### src/rtl/hamming_encoder_tx_if.sv
// hamming_encoder_tx_if: word handshake, parallel codeword strobe and serial frame bundle
interface hamming_encoder_tx_if #(parameter int CNT_W = 16);
  logic             in_valid;
  logic             in_ready;
  logic [3:0]       in_data;
  logic [2:0]       err_inj_pos;
  logic             code_valid;
  logic [6:0]       code;
  logic             ser_out;
  logic             ser_frame;
  logic             ser_last;
  logic             busy;
  logic [CNT_W-1:0] frames_sent;
  modport master (
    output in_valid, in_data, err_inj_pos,
    input  in_ready, code_valid, code, ser_out, ser_frame, ser_last, busy, frames_sent
  );
  modport slave (
    input  in_valid, in_data, err_inj_pos,
    output in_ready, code_valid, code, ser_out, ser_frame, ser_last, busy, frames_sent
  );
endinterface

### src/rtl/hamming_encoder_tx.sv
// hamming_encoder_tx: Hamming(7,4) encoder with one-word hold buffer and framed serial output
module hamming_encoder_tx #(
  parameter bit SER_LSB_FIRST = 1'b1,
  parameter int CNT_W         = 16
) (
  input logic                 clk,
  input logic                 rst_n,
  hamming_encoder_tx_if.slave bus
);
  typedef enum logic {IDLE, SHIFT} state_t;
  state_t           state_q, state_d;
  logic [2:0]       cnt_q, cnt_d;
  logic [6:0]       shift_q, shift_d, hold_q, hold_d, code_q, code_d;
  logic             hold_full_q, hold_full_d, cv_q, cv_d;
  logic [CNT_W-1:0] frames_q, frames_d;
  logic [6:0]       enc, inj, ld_word;
  logic [3:0]       d;
  logic             accept, last, ld;
  always_comb begin
    d = bus.in_data;
    inj = (bus.err_inj_pos != 3'd0) ? (7'd1 << (bus.err_inj_pos - 3'd1)) : 7'd0;
    enc = {d[3], d[2], d[1], d[1] ^ d[2] ^ d[3], d[0], d[0] ^ d[2] ^ d[3], d[0] ^ d[1] ^ d[3]} ^ inj;
    accept = bus.in_valid && !hold_full_q;
    last = (state_q == SHIFT) && (cnt_q == 3'd6);
    // a held word always wins over a new one at a frame boundary
    ld = ((state_q == IDLE) || last) && (hold_full_q || accept);
    ld_word = hold_full_q ? hold_q : enc;
  end
  always_comb begin
    state_d = state_q;
    cnt_d = cnt_q;
    shift_d = shift_q;
    code_d = code_q;
    cv_d = 1'b0;
    hold_d = hold_q;
    hold_full_d = hold_full_q;
    frames_d = frames_q + CNT_W'(last);
    if (ld) begin
      state_d = SHIFT;
      cnt_d = 3'd0;
      shift_d = ld_word;
      code_d = ld_word;
      cv_d = 1'b1;
    end else if (last) begin
      state_d = IDLE;
    end else if (state_q == SHIFT) begin
      cnt_d = cnt_q + 3'd1;
    end
    if ((state_q == SHIFT) && !last && accept) begin
      hold_d = enc;
      hold_full_d = 1'b1;
    end else if (last && hold_full_q) begin
      hold_full_d = 1'b0;
    end
  end
  always_ff @(posedge clk or negedge rst_n) begin
    if (!rst_n) begin
      state_q <= IDLE;
      cnt_q <= 3'd0;
      shift_q <= 7'd0;
      code_q <= 7'd0;
      cv_q <= 1'b0;
      hold_q <= 7'd0;
      hold_full_q <= 1'b0;
      frames_q <= '0;
    end else begin
      state_q <= state_d;
      cnt_q <= cnt_d;
      shift_q <= shift_d;
      code_q <= code_d;
      cv_q <= cv_d;
      hold_q <= hold_d;
      hold_full_q <= hold_full_d;
      frames_q <= frames_d;
    end
  end
  assign bus.in_ready = !hold_full_q;
  assign bus.code_valid = cv_q;
  assign bus.code = code_q;
  assign bus.ser_frame = (state_q == SHIFT);
  assign bus.ser_out = (state_q == SHIFT) && (SER_LSB_FIRST ? shift_q[cnt_q] : shift_q[3'd6 - cnt_q]);
  assign bus.ser_last = last;
  assign bus.busy = (state_q == SHIFT) || hold_full_q;
  assign bus.frames_sent = frames_q;
endmodule

### src/flat_wrapper.sv
// flat-port wrapper written by rule: the top's interface ports become plain ports
module hamming_encoder_tx_flat 
#(
  parameter bit SER_LSB_FIRST = 1'b1,
  parameter int CNT_W         = 16
)
  (clk, rst_n, bus_in_valid, bus_in_data, bus_err_inj_pos, bus_in_ready, bus_code_valid, bus_code, bus_ser_out, bus_ser_frame, bus_ser_last, bus_busy, bus_frames_sent);
  hamming_encoder_tx_if #(.CNT_W(CNT_W)) bus_i ();
  input logic clk;
  input logic rst_n;
  input wire logic [$bits(bus_i.in_valid)-1:0] bus_in_valid;
  input wire logic [$bits(bus_i.in_data)-1:0] bus_in_data;
  input wire logic [$bits(bus_i.err_inj_pos)-1:0] bus_err_inj_pos;
  output wire logic [$bits(bus_i.in_ready)-1:0] bus_in_ready;
  output wire logic [$bits(bus_i.code_valid)-1:0] bus_code_valid;
  output wire logic [$bits(bus_i.code)-1:0] bus_code;
  output wire logic [$bits(bus_i.ser_out)-1:0] bus_ser_out;
  output wire logic [$bits(bus_i.ser_frame)-1:0] bus_ser_frame;
  output wire logic [$bits(bus_i.ser_last)-1:0] bus_ser_last;
  output wire logic [$bits(bus_i.busy)-1:0] bus_busy;
  output wire logic [$bits(bus_i.frames_sent)-1:0] bus_frames_sent;
  assign bus_i.in_valid = bus_in_valid;
  assign bus_i.in_data = bus_in_data;
  assign bus_i.err_inj_pos = bus_err_inj_pos;
  assign bus_in_ready = bus_i.in_ready;
  assign bus_code_valid = bus_i.code_valid;
  assign bus_code = bus_i.code;
  assign bus_ser_out = bus_i.ser_out;
  assign bus_ser_frame = bus_i.ser_frame;
  assign bus_ser_last = bus_i.ser_last;
  assign bus_busy = bus_i.busy;
  assign bus_frames_sent = bus_i.frames_sent;
  hamming_encoder_tx #(.SER_LSB_FIRST(SER_LSB_FIRST), .CNT_W(CNT_W)) u_core (.clk(clk), .rst_n(rst_n), .bus(bus_i));
endmodule
### config.mk
export PLATFORM = sky130hd
export DESIGN_NAME = hamming_encoder_tx_flat
export DESIGN_NICKNAME = d
export VERILOG_FILES = /design/src/rtl/hamming_encoder_tx_if.sv /design/src/rtl/hamming_encoder_tx.sv /design/src/flat_wrapper.sv
export SDC_FILE = /design/constraint.sdc
export NUM_CORES = 1
export LEC_CHECK = 0
export ABC_AREA = 1
export ABC_CLOCK_PERIOD_IN_PS = 4850
export BUFFER_PORTS_ARGS = -buffer_cell sky130_fd_sc_hd__buf_4
export CAP_MARGIN = 25
export CORE_UTILIZATION = 30
export CTS_BUF_LIST = sky130_fd_sc_hd__clkbuf_8
export CTS_CLUSTER_SIZE = 24
export DETAILED_ROUTE_END_ITERATION = 8
export GPL_TIMING_DRIVEN = 0
export PLACE_DENSITY_LB_ADDON = 0.15
export SYNTH_ARGS = -nofsm -noshare
export SYNTH_HDL_FRONTEND = slang
export SYNTH_SLANG_ARGS = --single-unit
export TNS_END_PERCENT = 50
### constraint.sdc
create_clock -name clk -period 4.85 [get_ports clk]
set_input_delay 0.97 -clock clk [delete_from_list [all_inputs] [get_ports clk]]
set_output_delay 0.97 -clock clk [all_outputs]
set_load 0.1 [all_outputs]
### Word-level counts from Yosys, hierarchy flattened

Cells that the tools add are included.

* flip-flop bits (word level): 36
* input port bits: 10
* output and inout port bits: 29
* word-level logic and storage cells: 51

* add/subtract/negate cells: 3
* order comparisons: 1
* eq/ne operators: 2
* shift operators: 1
* muxes and demuxes: 12
* bitwise gates (word level): 8
* reduce and logical (&&, ||, !) cells: 17

Operators by type and width (number)
* $add 16x1->16: 1
* $mux 7: 2
* $mux 3: 3
* $logic_and 1x1->1: 7
* $shl 1x3->7 const A: 1
* $xor 7x7->7: 1
* $mux 1: 6
* $reduce_bool 2->1: 3
* $xor 1x1->1: 6
* $lt 3x4->1 const B: 1
* $add 3x1->3 const B: 1
* $bmux 1 s3: 1
* $eq 3x3->1 const B: 1
* $logic_or 1x1->1: 3
* $reduce_bool 3->1: 1
* $sub 3x1->3 const B: 1
* $logic_not 1->1: 2
* $ne 2x2->1 const B: 1
* $reduce_and 2->1: 1
* $not 1->1: 1

### Depth between registers and ports, before layout

* depth after elaboration: 6
* depth in mapped cells: 11
* mapped depth without buffers: 11

### Least setup slack after synthesis

OpenSTA, ideal clock, no wires.

* kind: reg2reg
* start: reg u_core.state_q, in the netlist u_core.bus.ser_frame
* end: reg u_core.frames_q[14], in the netlist u_core.bus.frames_sent[14]
* data arrival time: 3.642 ns
* required time: 4.692 ns
* setup slack: 1.049 ns
* stages on the path, launching flop included: 9
* clock period less this slack: 3.801 ns
* cells stage by stage: dfrtp_1 inv_1 nor2_1 ha_1 ha_1 nand3_2 nor3_2 nand3_1 xnor2_1

* word-level cells in the longest chain between the ends: 2

Ends and longest elaborated chain
* from (decl): RTL line hamming_encoder_tx.sv:11 `state_t state_q, state_d;`
* from (signal assigned): RTL line hamming_encoder_tx.sv:67 `state_q <= state_d;`
* $logic_and 1x1->1: RTL line hamming_encoder_tx.sv:24 `last = (state_q == SHIFT) && (cnt_q == 3'd6);`
* named net bus_ser_last: RTL line flat_wrapper.sv:19 `output wire logic [$bits(bus_i.ser_last)-1:0] bus_ser_last;`
* $add 16x1->16: RTL line hamming_encoder_tx.sv:37 `frames_d = frames_q + CNT_W'(last);`
* named net u_core.frames_d[14]: RTL line hamming_encoder_tx.sv:15 `logic [CNT_W-1:0] frames_q, frames_d;`
* to (signal assigned): RTL line hamming_encoder_tx.sv:74 `frames_q <= frames_d;`
* to (decl): RTL line hamming_encoder_tx.sv:15

The timed path passes the listed nets, and every way through them passes these cells.
A chain may end at the register's enable or synchronous reset.

### Final worst setup path

* start: reg u_core.cnt_q[0]
* end: out bus_ser_last

* word-level cells in the longest chain between the ends: 2

Ends and longest elaborated chain
* from (decl): RTL line hamming_encoder_tx.sv:12 `logic [2:0] cnt_q, cnt_d;`
* from (signal assigned): RTL line hamming_encoder_tx.sv:68 `cnt_q <= cnt_d;`
* $eq 3x3->1: RTL line hamming_encoder_tx.sv:24
* $logic_and 1x1->1: RTL line hamming_encoder_tx.sv:24
* to (decl): RTL line flat_wrapper.sv:19

No other way between the ends.

==> reports/metrics.yaml <==
power_and_ir_drop:
  p_sw_uw: 923
  switching_share: 0.565
  p_int_uw: 710
  combinationalPowerShare: 0.587
  power_density_nw_per_um2: 673
  p_leak_nw: 1.22
  clkPwrFrac: 0.120
  ir_worst_vdd_mv: 0.331
  pwr-share-seq: 0.293
  p_total_mw: 1.63
drt:
  drt_first_pass_iters: 4
  vias_per_cell: 4.50
  drt_wl_total_um: 4230
  vias: 1634
  drc: 0
  drt_iter0_drc: 55
  route.detailed.wl_per_inst_um: 11.7
  final_antenna_net_count: 0
setup_path:
  reg2reg_from: "u_core.cnt_q[0]$_DFFE_PN0P_"
  reg2reg_to: "u_core.bus.frames_sent[14]$_DFF_PN0_"
  regToRegSetupSlack_ns: 2.40
  ff2ff_path_depth: 10
  crit_fanout: 7
  path_class: "flip-flop to output pin"
  endpoint_kind: "output pin"
  cp.arrival_ns: 1.84
  cp.required_ns: 3.88
  cp-start-kind: "flip-flop"
sta:
  rsz0062_at_grt: "false"
  slew_headroom: 0.692
  finalWorstSetupSlack_ns: 2.04
  final_max_slew_viol_count: 0
  worst_pin_slew_ns: 0.462
  setup_violations: 0
  max_freq_mhz: 356
  final.setup_skew_ns: 0.00470
  hold_violations: 0
  finalCriticalPeriod_ns: 2.81
  timing.final.crit_share: 0.580
  setup_tns_ns: 0
yosys:
  synth_top_area_frac: 0.458
  syn_area_per_cell_sq_um: 8.16
  synth_cells: 241
  ys_ff_latch: 36
  yosys_warnings: 0
  yosys-top-cells-area: "dfrtp_1 46%, nand2_1 12%, nand3_1 6.4%"
  yosysSeqAreaShare: 0.458
  ys_types: 28
  netlist_area_sq_um: 1970
  yosysTopAreaCell: "dfrtp_1"
  syn_nets: 256
worst_hold_path:
  hold_end: "u_core.bus.frames_sent[15]$_DFF_PN0_"
  hold_depth: 2
  min_from: "u_core.bus.frames_sent[15]$_DFF_PN0_"
  worstHoldPathType: "flip-flop to flip-flop"
global_routing:
  grt_max_degree: 37
  overflow: 0
  grt_first_pass_wirelength_um: 7080
  grt_pass1_vias: 1533
  grt_antenna_before_repair: 0
  track_usage: 0.131
clocking:
  htree_levels: 2
  clkLatencyLatePin_ns: 0.28
  cts.reportedPaths.clkPinSlew_ns: 0.06
  cts-root-buf: "clkbuf_8"
  cts_resized: 0
  postCtsHoldBufs: 0
  cts_tree: "done"
  clockBufferDepth: 2
  post_cts_buffers: 0
  numClockSinks: 36
  tritoncts.num_buffers: 5
die:
  pin_count: 39
  fp.coreArea_sq_um: 6350
  die-area_sq_um: 6880
  row_count: 29
  die_h_um: 83.0
  initial_core_util: 0.310
  dieWidth_um: 83.0
outcome:
  status: "finished clean"
layout:
  nNetsFinal: 301
  areaGrowthSynthToFinish_pct: 23.3
  diodes: 0
  layout_commonest_cell: "nand2_1"
  drive_gt1_frac: 0.217
  mostFrequentLayoutCells: "62 x nand2_1, 39 x buf_4, 36 x dfrtp_1"
placed_design:
  pre_cts_slack_ns: 2.32
  numPortBuffers: 38
  dp_hpwl_um: 3210
  gp_congestion: 0.776
flow_run:
  cap_violations: 0
[metal layers]
layer	up-vias	wire, um	GRT usage
li1	857	-	-
met4	0	56	0.0470
met2	28	2080	0.224
met1	744	1960	0.157
met5	-	0	0
met3	5	136	0.0348
[worst max path at each step]
stage,endpoint,depth (start not counted),from
2_1_floorplan,u_core.bus.frames_sent[14]$_DFF_PN0_,8,u_core.bus.ser_frame$_DFFE_PN0P_
3_3_place_gp,bus_ser_last,5,u_core.cnt_q[0]$_DFFE_PN0P_
3_5_place_dp,bus_ser_last,5,u_core.cnt_q[0]$_DFFE_PN0P_
4_1_cts,bus_ser_last,5,u_core.cnt_q[0]$_DFFE_PN0P_
5_1_grt,bus_ser_last,5,u_core.cnt_q[0]$_DFFE_PN0P_
6_report,bus_ser_last,5,u_core.cnt_q[0]$_DFFE_PN0P_
[power groups by stage]
stage | Clock, mW | Sequential, mW | Combinational (mW)
after floorplan | 0 | 0.827 | 0.412
after global placement | 0 | 0.483 | 0.962
after detailed placement | 0 | 0.483 | 0.969
after CTS | 0.206 | 0.480 | 0.970
after global routing | 0.219 | 0.492 | 1.02
final | 0.196 | 0.478 | 0.959
[through the flow]
stage,std cells,hold slack (ns),util,area [sq um]
after floorplan,241,0.459,-,1970
after global placement,356,0.476,0.370,2350
after detailed placement,356,0.498,0.370,2350
after CTS,363,0.513,0.382,2430
after global routing,363,0.530,0.382,2430
final,363,0.507,0.382,2430
[sequential cells by signal (all words and copies together) (netlist names)]
| register | flops |
|---|---|
| u_core.shift_q | 7 |
| u_core.hold_full_q | 1 |
| u_core.cnt_q | 3 |
| u_core.bus.code_valid | 1 |
| u_core.bus.ser_frame | 1 |
| u_core.bus.frames_sent | 16 |
| u_core.hold_q | 7 |
[kinds of logic (layout without fill, tap and decap cells)]
group,Yosys count,count (layout),synth area share
AO/OA/AOI/OAI,28,28,0.0776
XOR/XNOR,17,17,0.0757
adder cells (fa/ha/maj),5,5,0.0318
buffers and inverters,37,82,0.0770
flip-flops,36,36,0.458
AND/OR/NAND/NOR,118,118,0.280
[worst max-delay path: stages, from the launching register on]
cell and delay, ns:
dfrtp_1 0.43, inv_1 0.20, ha_1 0.19, nand2_2 0.07, nor2_1 0.30, buf_4 0.36
[layout make-up]
cell class                 instances  area [sq um]
fill                             664          3920
multi-input combinational        168           915
sequential                        36           901
timing repair buffer              38           285
inverter                          34           128
tap                               77          96.3
clock buffer                       5          68.8
buffer                             3          23.8
clock inverter                     2          8.76
[synth_stat cells]
cell      count
nor2_1       13
nand4_1       2
a21oi_2       2
nor3_1        4
inv_1        31
nand2_2       2
inv_2         3
nor3_4        1
xor2_1       11
nand3b_1      1
ha_1          5
buf_6         1
o21ai_0       9
buf_4         1
nor3_2        3
nor2_2        1
nand2_1      62
o211ai_1      1
or2_1         1
dfrtp_1      36
a21oi_1       5
buf_2         1
nand3_2       1
nand2_4       2
o21ai_1      10
xnor2_1       6
o31ai_1       1
nand3_1      25
No activity file was read; power rests on OpenSTA's default activity.
